`src/rtl/bjack_score_disp_ctrl.sv`:
```
// bjack_score_disp_ctrl
// Shares one external binary-to-BCD decoder between the player and dealer
// score units. A round-robin arbiter grants one requester at a time, the
// converted digits and a bust flag are stored per requester, and the four
// stored digits are scanned onto a time-multiplexed display.
module bjack_score_disp_ctrl #(
  parameter int SCAN_DIV   = 16,
  parameter int BUST_LIMIT = 21
) (
  input  logic       CLK,
  input  logic       RESET,
  input  logic       REQ_P,
  input  logic [4:0] BIN_P,
  input  logic       REQ_D,
  input  logic [4:0] BIN_D,
  output logic       ACK_P,
  output logic       ACK_D,
  output logic [4:0] DEC_BIN,
  input  logic [1:0] DEC_H,
  input  logic [3:0] DEC_L,
  output logic       BUSY,
  output logic       BUST_P,
  output logic       BUST_D,
  output logic [3:0] DIG_SEL,
  output logic [3:0] SEG_BCD
);

  // Prescaler width; SCAN_DIV is at least 2 so this is at least one bit.
  localparam int PW = $clog2(SCAN_DIV);
  localparam logic [PW-1:0] LP_PRESC_MAX  = PW'(SCAN_DIV - 1);
  localparam logic [4:0]    LP_BUST_LIMIT = 5'(BUST_LIMIT);

  typedef enum logic [1:0] {
    ST_IDLE = 2'd0,
    ST_CONV = 2'd1,
    ST_DONE = 2'd2
  } state_t;

  // Conversion sequencing state
  state_t      r_state;
  logic [4:0]  r_dec_bin;
  logic        r_gnt_d;     // 1: dealer holds the current grant
  logic        r_last_d;    // 1: dealer was granted most recently
  logic        r_ack_p;
  logic        r_ack_d;
  logic        r_busy;

  // Stored digits and bust flags per requester
  logic [1:0]  r_p_h;
  logic [3:0]  r_p_l;
  logic [1:0]  r_d_h;
  logic [3:0]  r_d_l;
  logic        r_bust_p;
  logic        r_bust_d;

  // Display scan state
  logic [PW-1:0] r_presc;
  logic [1:0]    r_idx;
  logic [3:0]    r_dig_sel;
  logic [3:0]    r_seg;

  // Combinational helpers
  logic        w_any_req;
  logic        w_pick_d;
  logic        w_bust;
  logic        w_wrap;
  logic [1:0]  w_idx_nxt;

  // One-hot digit enable for a scan slot.
  function automatic logic [3:0] f_dig_onehot(input logic [1:0] idx);
    logic [3:0] sel;
    case (idx)
      2'd0:    sel = 4'b0001;
      2'd1:    sel = 4'b0010;
      2'd2:    sel = 4'b0100;
      2'd3:    sel = 4'b1000;
      default: sel = 4'b0001;
    endcase
    return sel;
  endfunction

  // BCD value shown in a scan slot: player units, player tens, dealer units, dealer tens.
  function automatic logic [3:0] f_seg_mux(
    input logic [1:0] idx,
    input logic [1:0] p_h,
    input logic [3:0] p_l,
    input logic [1:0] d_h,
    input logic [3:0] d_l
  );
    logic [3:0] seg;
    case (idx)
      2'd0:    seg = p_l;
      2'd1:    seg = {2'b00, p_h};
      2'd2:    seg = d_l;
      2'd3:    seg = {2'b00, d_h};
      default: seg = 4'd0;
    endcase
    return seg;
  endfunction

  // Arbitration: a lone requester wins; on a tie the one not granted last wins.
  always_comb begin
    w_any_req = REQ_P | REQ_D;
    w_pick_d  = REQ_D & (~REQ_P | ~r_last_d);
    w_bust    = (r_dec_bin > LP_BUST_LIMIT);
  end

  // Scan slot that becomes active on the coming edge.
  always_comb begin
    w_wrap = (r_presc == LP_PRESC_MAX);
    if (w_wrap) begin
      w_idx_nxt = r_idx + 2'd1;
    end else begin
      w_idx_nxt = r_idx;
    end
  end

  // Grant / convert / acknowledge sequencer with per-requester digit storage.
  always_ff @(posedge CLK or posedge RESET) begin
    if (RESET) begin
      r_state   <= ST_IDLE;
      r_dec_bin <= 5'd0;
      r_gnt_d   <= 1'b0;
      r_last_d  <= 1'b1;
      r_ack_p   <= 1'b0;
      r_ack_d   <= 1'b0;
      r_busy    <= 1'b0;
      r_p_h     <= 2'd0;
      r_p_l     <= 4'd0;
      r_d_h     <= 2'd0;
      r_d_l     <= 4'd0;
      r_bust_p  <= 1'b0;
      r_bust_d  <= 1'b0;
    end else begin
      case (r_state)
        ST_IDLE: begin
          r_ack_p <= 1'b0;
          r_ack_d <= 1'b0;
          if (w_any_req) begin
            // Operand is latched here, so later BIN changes cannot disturb it.
            r_dec_bin <= w_pick_d ? BIN_D : BIN_P;
            r_gnt_d   <= w_pick_d;
            r_last_d  <= w_pick_d;
            r_busy    <= 1'b1;
            r_state   <= ST_CONV;
          end else begin
            r_busy  <= 1'b0;
            r_state <= ST_IDLE;
          end
        end
        ST_CONV: begin
          // Decoder outputs have settled a full cycle after DEC_BIN was registered.
          if (r_gnt_d) begin
            r_d_h    <= DEC_H;
            r_d_l    <= DEC_L;
            r_bust_d <= w_bust;
            r_ack_d  <= 1'b1;
            r_ack_p  <= 1'b0;
          end else begin
            r_p_h    <= DEC_H;
            r_p_l    <= DEC_L;
            r_bust_p <= w_bust;
            r_ack_p  <= 1'b1;
            r_ack_d  <= 1'b0;
          end
          r_busy  <= 1'b1;
          r_state <= ST_DONE;
        end
        ST_DONE: begin
          r_ack_p <= 1'b0;
          r_ack_d <= 1'b0;
          r_busy  <= 1'b0;
          r_state <= ST_IDLE;
        end
        default: begin
          r_ack_p <= 1'b0;
          r_ack_d <= 1'b0;
          r_busy  <= 1'b0;
          r_state <= ST_IDLE;
        end
      endcase
    end
  end

  // Free-running display scan; output digit refreshes every edge so fresh
  // conversions appear as soon as their slot is (or stays) active.
  always_ff @(posedge CLK or posedge RESET) begin
    if (RESET) begin
      r_presc   <= '0;
      r_idx     <= 2'd0;
      r_dig_sel <= 4'b0001;
      r_seg     <= 4'd0;
    end else begin
      if (w_wrap) begin
        r_presc <= '0;
      end else begin
        r_presc <= r_presc + {{(PW-1){1'b0}}, 1'b1};
      end
      r_idx     <= w_idx_nxt;
      r_dig_sel <= f_dig_onehot(w_idx_nxt);
      r_seg     <= f_seg_mux(w_idx_nxt, r_p_h, r_p_l, r_d_h, r_d_l);
    end
  end

  assign ACK_P   = r_ack_p;
  assign ACK_D   = r_ack_d;
  assign DEC_BIN = r_dec_bin;
  assign BUSY    = r_busy;
  assign BUST_P  = r_bust_p;
  assign BUST_D  = r_bust_d;
  assign DIG_SEL = r_dig_sel;
  assign SEG_BCD = r_seg;

endmodule

```
`config.mk`:
```
export PLATFORM = sky130hd
export DESIGN_NAME = bjack_score_disp_ctrl
export DESIGN_NICKNAME = d
export VERILOG_FILES = /design/src/rtl/bjack_score_disp_ctrl.sv
export SDC_FILE = /design/constraint.sdc
export NUM_CORES = 1
export LEC_CHECK = 0
export BUFFER_PORTS_ARGS = -buffer_cell sky130_fd_sc_hd__buf_2
export CAP_MARGIN = 20
export CORE_MARGIN = 5
export CORE_UTILIZATION = 30
export CTS_BUF_LIST = sky130_fd_sc_hd__clkbuf_16
export DETAILED_ROUTE_END_ITERATION = 6
export MAX_ROUTING_LAYER = met4
export SYNTH_ARGS = -nofsm -noshare
export SYNTH_HDL_FRONTEND = slang
export SYNTH_SLANG_ARGS = --single-unit
```
`constraint.sdc`:
```
create_clock -name CLK -period 1.56 [get_ports CLK]
set_clock_uncertainty 0.1 [all_clocks]
set_input_delay 0.312 -clock CLK [delete_from_list [all_inputs] [get_ports CLK]]
set_output_delay 0.312 -clock CLK [all_outputs]
set_load 0.02 [all_outputs]
```
==> results of run 1 <==
layout make-up:
cell class	count	area, um2
fillers	556	3316
flip-flops and latches	40	1005
multi-input cells	76	659.4
repair buffers	48	286.5
clock buffers	5	125.1
well taps	72	90.09
inverters	12	45.04
clock inverters	3	13.76
logic make-up after synthesis:
family	after synthesis
adder cells (fa/ha/maj)	1
XOR/XNOR	2
AND/OR/NAND/NOR	21
multiplexers	30
flip-flops	40
AO/OA/AOI/OAI	22
buffers and inverters	16
per-stage QoR:
| stage | cell area, um2 | setup WS, ps | TNS [ps] | power [mW] | util, % |
|---|---|---|---|---|---|
| 3_3_place_gp | 2061 | 27.07 | 0 | 2.787 | 37.20 |
| 5_1_grt | 2225 | -15.04 | -15.04 | 4.012 | 40.15 |
| 3_5_place_dp | 2061 | 30.75 | 0 | 2.809 | 37.20 |
| 4_1_cts | 2210 | 34.26 | 0 | 3.789 | 39.88 |
| 2_1_floorplan | 1724 | 105.8 | 0 | 2.425 | - |
| 6_report | 2225 | 76.71 | 0 | 3.728 | 40.15 |
Yosys cell counts (2+ instances only):
cell	n
mux2_1	17
o21ai_0	5
a22o_1	3
nand2b_1	4
nand3_1	3
nand2_1	5
dfstp_2	2
mux2i_1	7
o221ai_1	4
inv_1	12
nor2_1	3
buf_2	3
a21oi_1	2
mux2_2	6
dfrtp_1	38
state kept, by name, indices dropped and copies added (netlist names), 2 cells and up:
signal	count
r_presc	4
r_state	2
r_d_l	4
r_d_h	2
DEC_BIN	5
r_idx	2
r_p_l	4
SEG_BCD	4
DIG_SEL	4
r_p_h	2
layer usage:
layer  vias up  GRT usage (%)  share of wire [%]
li1        568              -                  -
met1       537          12.81                 48
met2        32          14.62                 44
met3         2          4.419                6.4
met4         0          3.453               0.67
met5         -              -                  0
critical path, delay by kind of cell (launching register included):
family          cells  cell delay (ps)
flops               1              390
compound gates      2              380
fa+ha+maj           1              190
simple gates        1              180
buf+inv             1              130
worst max path at each step:
stage                             to  slack, ps  cells after the start
after global placement    DEC_BIN[1]         30                      4
after CTS                 SEG_BCD[1]         30                      4
after floorplan           SEG_BCD[0]        110                      5
after detailed placement  DEC_BIN[2]         30                      4
after global routing      SEG_BCD[3]        -20                      5
final                     SEG_BCD[1]         80                      5
power groups by stage:
stage,logic (mW),registers (mW),clock network [mW]
CTS,1.16,1.64,0.989
global placement,1.14,1.65,0
floorplan,0.632,1.79,0
global route,1.28,1.70,1.03
detailed placement,1.16,1.65,0
finish,1.15,1.64,0.945
timing repair:
| item | in CTS | in global routing |
|---|---|---|
| hold buffers | 1 | 0 |
| setup endpoints to repair | 0 | 4 |
| resized for setup | 0 | 5 |
| setup buffers | 0 | 0 |
| endpoints found under the hold margin | 38 | 0 |
==> flow_summary.yaml, run 1 <==
synth:
  ys_seq_area_share_pct: 58.20
  synth_xor_area_share_pct: 1.016
  yosysTopAreaCell: "dfrtp_1"
  yosysWarnings: 0
  ys.flop_type: "dfrtp_1"
  syn_avg_cell_area_um2: 13.06
  synth_top_area_share_pct: 55.15
  synth_area_leaders: "dfrtp_1 55%, mux2_1 11%, mux2i_1 4.1%"
  syn-num-nets: 153
  yosys.cell_types.count: 33
  synth_edf_count: 0
  syn-cell-area_mm2: 0.001724
  synth_fa_ha_area_share_pct: 0.7257
  synthArstFlopShare_pct: 100.0
  synth_top_family_by_area: "multiplexers"
  synthMuxAreaShare_pct: 19.09
  ys_ff_latch: 40
  synthSimpleGateAreaFrac_pct: 6.967
  synth_compound_area_share_pct: 9.869
  synthCells: 132
pwr:
  pwr-share-clk_pct: 25.3
  p_leak_nw: 1.078
  p_sw_share_pct: 32.07
  power_density_mw_per_mm2: 1676
  pwr-share-seq_pct: 43.9
  combPwrFrac_pct: 30.8
  intPower_mw: 2.532
  ir_drop_uv: 1111
  p_switching_mw: 1.196
global_routing:
  overflow: 0
  grt_pass1_vias: 1191
  grtUsageTotal_pct: 10.18
  antenna_found_initial: 0
  grt_pass1_wl_um: 5678
  grt_start_max_net_pins: 41
drt:
  drt_iter0_drc: 37
  vias: 1139
  wirelength_um: 3141
  drtAntennaViolNets: 0
  wire_per_inst_um: 12.27
  via_per_inst: 4.449
  post-route-drc-count: 0
  first_pass_iters: 4
worst_hold_path:
  min_path_cells: 2
  holdCritPathClass: "in -> reg"
  min-delay-start: "DEC_H[1]"
  holdPathEnd: "r_d_h[1]"
layout:
  area_growth_pct: 29.03
  final_cell_mix: "37 x dfrtp_1, 37 x buf_2, 17 x mux2_1"
  layout-drive-gt1-share_pct: 38.59
  n_antenna_cell: 0
  nets: 204
  layoutNonFillerInstCount: 256
cts:
  cts_buffers: 5
  cts_root_buf: "clkbuf_16"
  cts_sinks: 40
  cts_tree: "yes"
  clk_latency_ps: 280
  clockBufferDepth: 2
  cts.clk_slew.worst_paths_ps: 60
  htree_levels: 2
floorplan:
  design.core.area_mm2: 0.005540
  row_count: 27
  die-height_um: 85.81
  start_util_pct: 31.12
  pin_count: 38
  dieWidth_um: 85.81
  dieArea_mm2: 0.007363
setup_path:
  worstPathMaxFanout: 6
  rrSetupSlack_ps: 80
  end_kind: "flop"
  rr_worst_depth: 5
  cp_cell_sequence: "ha_2 -> buf_6 -> nand4b_1 -> o221ai_1 -> a22o_1"
  path_class: "reg -> reg"
  startpoint: "r_presc[1]"
  startpoint_type: "flop"
  worstPathArrival_ps: 1540
  crit_slowest_cell: "dfrtp_1"
  timing.rr.start: "r_presc[1]"
  rr_endpoint: "SEG_BCD[1]"
  slowest_delay_ps: 390
  cp_data_required_time_ps: 1620
placed_design:
  hpwlAfterDp_um: 2312
  dp.cells: 247
  place.gp.congestion: 0.7122
  port_buffers: 37
timing:
  setup_viol: 0
  period_minus_slack_ps: 1483
  min_period_over_period_pct: 95.08
  slew_headroom_pct: 75.06
  drv_slew: 0
  whs_ps: 161.0
  tightest_slew_ps: 374.1
  max_freq_ghz: 0.6742
  hold_viol_final: 0
run:
  max_cap_viol_count: 0
status:
  status: "finished, final reports clean"
(Power assumes the default switching activity.)
==> inputs of run 2 (changes only) <==
Settings changed: BUFFER_PORTS_ARGS -buffer_cell sky130_fd_sc_hd__buf_2 to default, CTS_CLUSTER_SIZE from default to 25, DONT_BUFFER_PORTS from default to 1.
Clock period 1.56 ns to 1.8 ns, I/O delays scaled along.
==> flow_summary.yaml, run 2 (synthesis results as in run 1) <==
drt:
  first_pass_iters: 3
  wirelength_um: 3186
  vias: 1010
  post-route-drc-count: 0
  drtAntennaViolNets: 0
  wire_per_inst_um: 15.17
  drt_iter0_drc: 22
  via_per_inst: 4.810
setup_path:
  slowest_delay_ps: 410
  critPathTopFamily: "simple AND/OR/NAND/NOR gates"
  timing.rr.start: "r_presc[0]"
  worstPathMaxFanout: 9
  cp_data_required_time_ps: 1860
  worstPathArrival_ps: 1690
  cp_cell_sequence: "ha_1 -> and3_1 -> o221ai_1 -> a22o_1"
  startpoint: "r_presc[0]"
  critPathBufInv: 0
  startpoint_type: "flop"
  end_kind: "flop"
  crit_slowest_cell: "and3_1"
  path_class: "reg -> reg"
placed_design:
  hpwlAfterDp_um: 2362
  placed_cell_area_mm2: 0.001803
  pre_cts_ws_ps: 161.1
  place.gp.congestion: 0.8131
  port_buffers: 0
cts:
  clk_latency_ps: 280
  clockBufferDepth: 2
  cts_hold_buf: 0
  cts_sinks: 40
  cts_buffers: 5
  cts.clk_slew.worst_paths_ps: 60
  cts_tree: "yes"
  cts_setup_buffers: 0
  cts_resized: 0
  htree_levels: 2
  cts_root_buf: "clkbuf_16"
layout:
  area_growth_pct: 12.48
  nets: 158
  design_area_mm2: 0.001939
  largest_register_ffs: 5
  final_cell_mix: "38 x dfrtp_1, 17 x mux2_1, 13 x inv_1"
  nFillCells: 562
  final_common_cell: "dfrtp_1"
  layout-drive-gt1-share_pct: 14.49
  n_antenna_cell: 0
pwr:
  p_sw_share_pct: 32.66
  pwr-share-seq_pct: 52.7
  p_leak_nw: 0.8746
  pwr-share-clk_pct: 26.7
  ir_drop_uv: 675.7
  intPower_mw: 2.065
  combPwrFrac_pct: 20.7
  p_switching_mw: 1.002
  power_density_mw_per_mm2: 1581
status:
  violations: "negative hold slack"
  status: "finished with violations"
floorplan:
  dieArea_mm2: 0.007363
  design.core.area_mm2: 0.005540
  row_count: 27
  dieWidth_um: 85.81
  start_util_pct: 31.12
  pin_count: 38
  die-height_um: 85.81
timing:
  setup_viol: 0
  rsz0062_at_grt: "no"
  timing.final.ws_setup_ps: 165.9
  whs_ps: -12.25
  drv_slew: 0
  tightest_slew_ps: 487.4
  slew_headroom_pct: 67.51
  max_freq_ghz: 0.6120
  period_minus_slack_ps: 1634
  hold_viol_final: 9
  min_period_over_period_pct: 90.78
  final.setup.tns_ps: 0
global_routing:
  met2_usage_pct: 15.11
  grtUsageTotal_pct: 9.753
  grt_start_max_net_pins: 41
  grt_pass1_vias: 1119
  grt_pass1_wl_um: 5464
  antenna_found_initial: 0
  use_met1_pct: 11.53
  overflow: 0
  grtUsageMet3_pct: 4.419
  grt.busiest_layer: "met2"
worst_hold_path:
  holdCritPathClass: "in -> async"
run:
  max_cap_viol_count: 0
## run 2: changes by cell type in the layout (fill, tap and decap cells not counted), sizes merged
cell and change:
buf -45, clkinv -1, dlygate4sd3 -1, inv +1
## run 2: worst paths after layout
kind / to / slack [ps] / depth (start not counted)
max in group asynchronous: r_last_d / 1250 / 2
min in group CLK: r_last_d / 60 / 1
worst max register to register: SEG_BCD[1] / 170 / 4
worst max-delay path: SEG_BCD[1] / 170 / 4
worst min-delay path: DEC_BIN[2] / -10 / 2
worst min register to register: r_p_h[0] / 390 / 1
## run 2: area by class of cell
type,instances,area [um2],share of cell area (%)
clock buffer,5,125.1,6.452
sequential,40,1003,51.74
inverter,12,45.04,2.323
clock inverter,3,11.26,0.5806
timing repair buffer,2,15.01,0.7742
tap,72,90.09,4.645
multi-input combinational,76,649.4,33.48
## run 2: stage by stage
step | std cells | power [mW] | utilization [%]
2_1_floorplan | 132 | 2.101 | -
3_3_place_gp | 202 | 2.235 | 32.54
3_5_place_dp | 202 | 2.283 | 32.54
4_1_cts | 210 | 3.111 | 35.00
5_1_grt | 210 | 3.265 | 35.00
6_report | 210 | 3.066 | 35.00
## run 2: power groups by stage
stage | registers (mW) | clock network (mW) | logic (mW)
6_report | 1.61 | 0.817 | 0.634
4_1_cts | 1.62 | 0.839 | 0.650
3_3_place_gp | 1.63 | 0 | 0.609
2_1_floorplan | 1.55 | 0 | 0.548
5_1_grt | 1.66 | 0.890 | 0.718
3_5_place_dp | 1.63 | 0 | 0.648
## run 2: per-layer routing
| layer | up-vias | share of wire [%] |
|---|---|---|
| met5 | - | 0 |
| met4 | 0 | 0.97 |
| met3 | 3 | 8.1 |
| met2 | 34 | 47 |
| met1 | 498 | 44 |
| li1 | 475 | - |
==> inputs of run 3 (changes only) <==
Settings changed: CORE_UTILIZATION 30 to 45.
==> flow_summary.yaml, run 3 (synthesis results as in run 1) <==
cts:
  cts_tree: "yes"
  cts.clk_slew.worst_paths_ps: 50
  htree_levels: 2
  cts_root_buf: "clkbuf_16"
  cts_buffers: 5
  clockBufferDepth: 2
  cts_resized: 0
  clk_latency_ps: 280
  cts_sinks: 40
  cts_setup_buffers: 0
  cts_hold_buf: 0
timing:
  min_period_over_period_pct: 89.22
  final.setup.tns_ps: 0
  max_freq_ghz: 0.6227
  whs_ps: -14.42
  rsz0062_at_grt: "no"
  tightest_slew_ps: 493.8
  drv_slew: 0
  hold_viol_final: 23
  setup_viol: 0
  timing.final.ws_setup_ps: 194.0
  period_minus_slack_ps: 1606
  slew_headroom_pct: 67.08
placed_design:
  place.gp.congestion: 0.7924
  port_buffers: 0
  hpwlAfterDp_um: 2099
  pre_cts_ws_ps: 217.3
floorplan:
  dieArea_mm2: 0.005170
  dieWidth_um: 71.90
  row_count: 22
  pin_count: 38
  die-height_um: 71.90
  design.core.area_mm2: 0.003689
  start_util_pct: 46.74
setup_path:
  startpoint: "r_presc[0]"
  worstPathArrival_ps: 1670
  path_class: "reg -> reg"
  timing.rr.start: "r_presc[0]"
  cp_data_required_time_ps: 1860
  startpoint_type: "flop"
  end_kind: "flop"
  worstPathMaxFanout: 9
status:
  status: "finished with violations"
  violations: "negative hold slack"
pwr:
  ir_drop_uv: 745.9
  power_density_mw_per_mm2: 1651
  power_mw: 3.197
  p_leak_nw: 0.8895
global_routing:
  grt_pass1_vias: 1108
  overflow: 0
  grtUsageTotal_pct: 13.40
  grt_pass1_wl_um: 5092
  grt_start_max_net_pins: 41
  antenna_found_initial: 0
layout:
  multi_input_area_um2: 649.4
  final_cell_mix: "38 x dfrtp_1, 17 x mux2_1, 13 x inv_1"
  regArea_mm2: 0.001003
  final_common_cell: "dfrtp_1"
  layout-drive-gt1-share_pct: 15.94
  largest_register_ffs: 5
  nets: 158
  area_growth_pct: 12.34
  nFillCells: 330
  n_antenna_cell: 0
drt:
  post-route-drc-count: 0
  drtAntennaViolNets: 0
  via_per_inst: 5.425
  wirelength_um: 2918
  vias: 1009
  wire_per_inst_um: 15.69
  first_pass_iters: 4
  drt_iter0_drc: 44
worst_hold_path:
  holdCritPathClass: "in -> async"
run:
  max_cap_viol_count: 0
-- run 3: cell count changes in the layout (fill, tap and decap cells not counted), sizes merged --
cell / change
bufinv: +1
clkinv: -1
-- run 3: report_power, final --
group / internal, mW / switching, mW / total (mW)
Clock: 0.645 / 0.324 / 0.969
Combinational: 0.341 / 0.289 / 0.631
Sequential: 1.22 / 0.372 / 1.60
Total: 2.21 / 0.985 / 3.20
-- run 3: metrics by stage --
stage / utilization [%] / instance area, um2 / instances
after detailed placement: 48.07 / 1773 / 178
after global routing: 52.51 / 1937 / 186
after global placement: 48.07 / 1773 / 178
after floorplan: - / 1724 / 132
final: 52.51 / 1937 / 186
after CTS: 52.51 / 1937 / 186
-- run 3: critical path, stage by stage, from the launching register on --
cell      delay, ps
dfrtp_1         390
ha_1            200
and3_1          390
o221ai_1        160
a22o_1          240
-- run 3: per-layer routing --
layer / share of wire (%) / global-route usage [%]
met5: 0 / -
met4: 1.9 / 6.263
met3: 8.7 / 6.648
met2: 47 / 20.31
met1: 42 / 14.77
-- run 3: final cells by class --
class                   instances  area share, %
clock buffers                   5          6.460
clock inverters                 3          2.003
inverters                      12          2.326
multi-input cells              76          33.53
flip-flops and latches         40          51.81
well taps                      48          3.101
repair buffers                  2         0.7752
-- run 3: path summary, 6_finish.rpt --
kind                         endpoint  slack (ps)  cells after the start
max                        SEG_BCD[1]         190                      4
min                        r_state[0]         -10                      2
max reg2reg                SEG_BCD[1]         190                      4
min reg2reg                  r_p_h[1]         390                      1
max in group asynchronous  DIG_SEL[0]        1250                      2
min in group CLK             r_last_d          50                      1
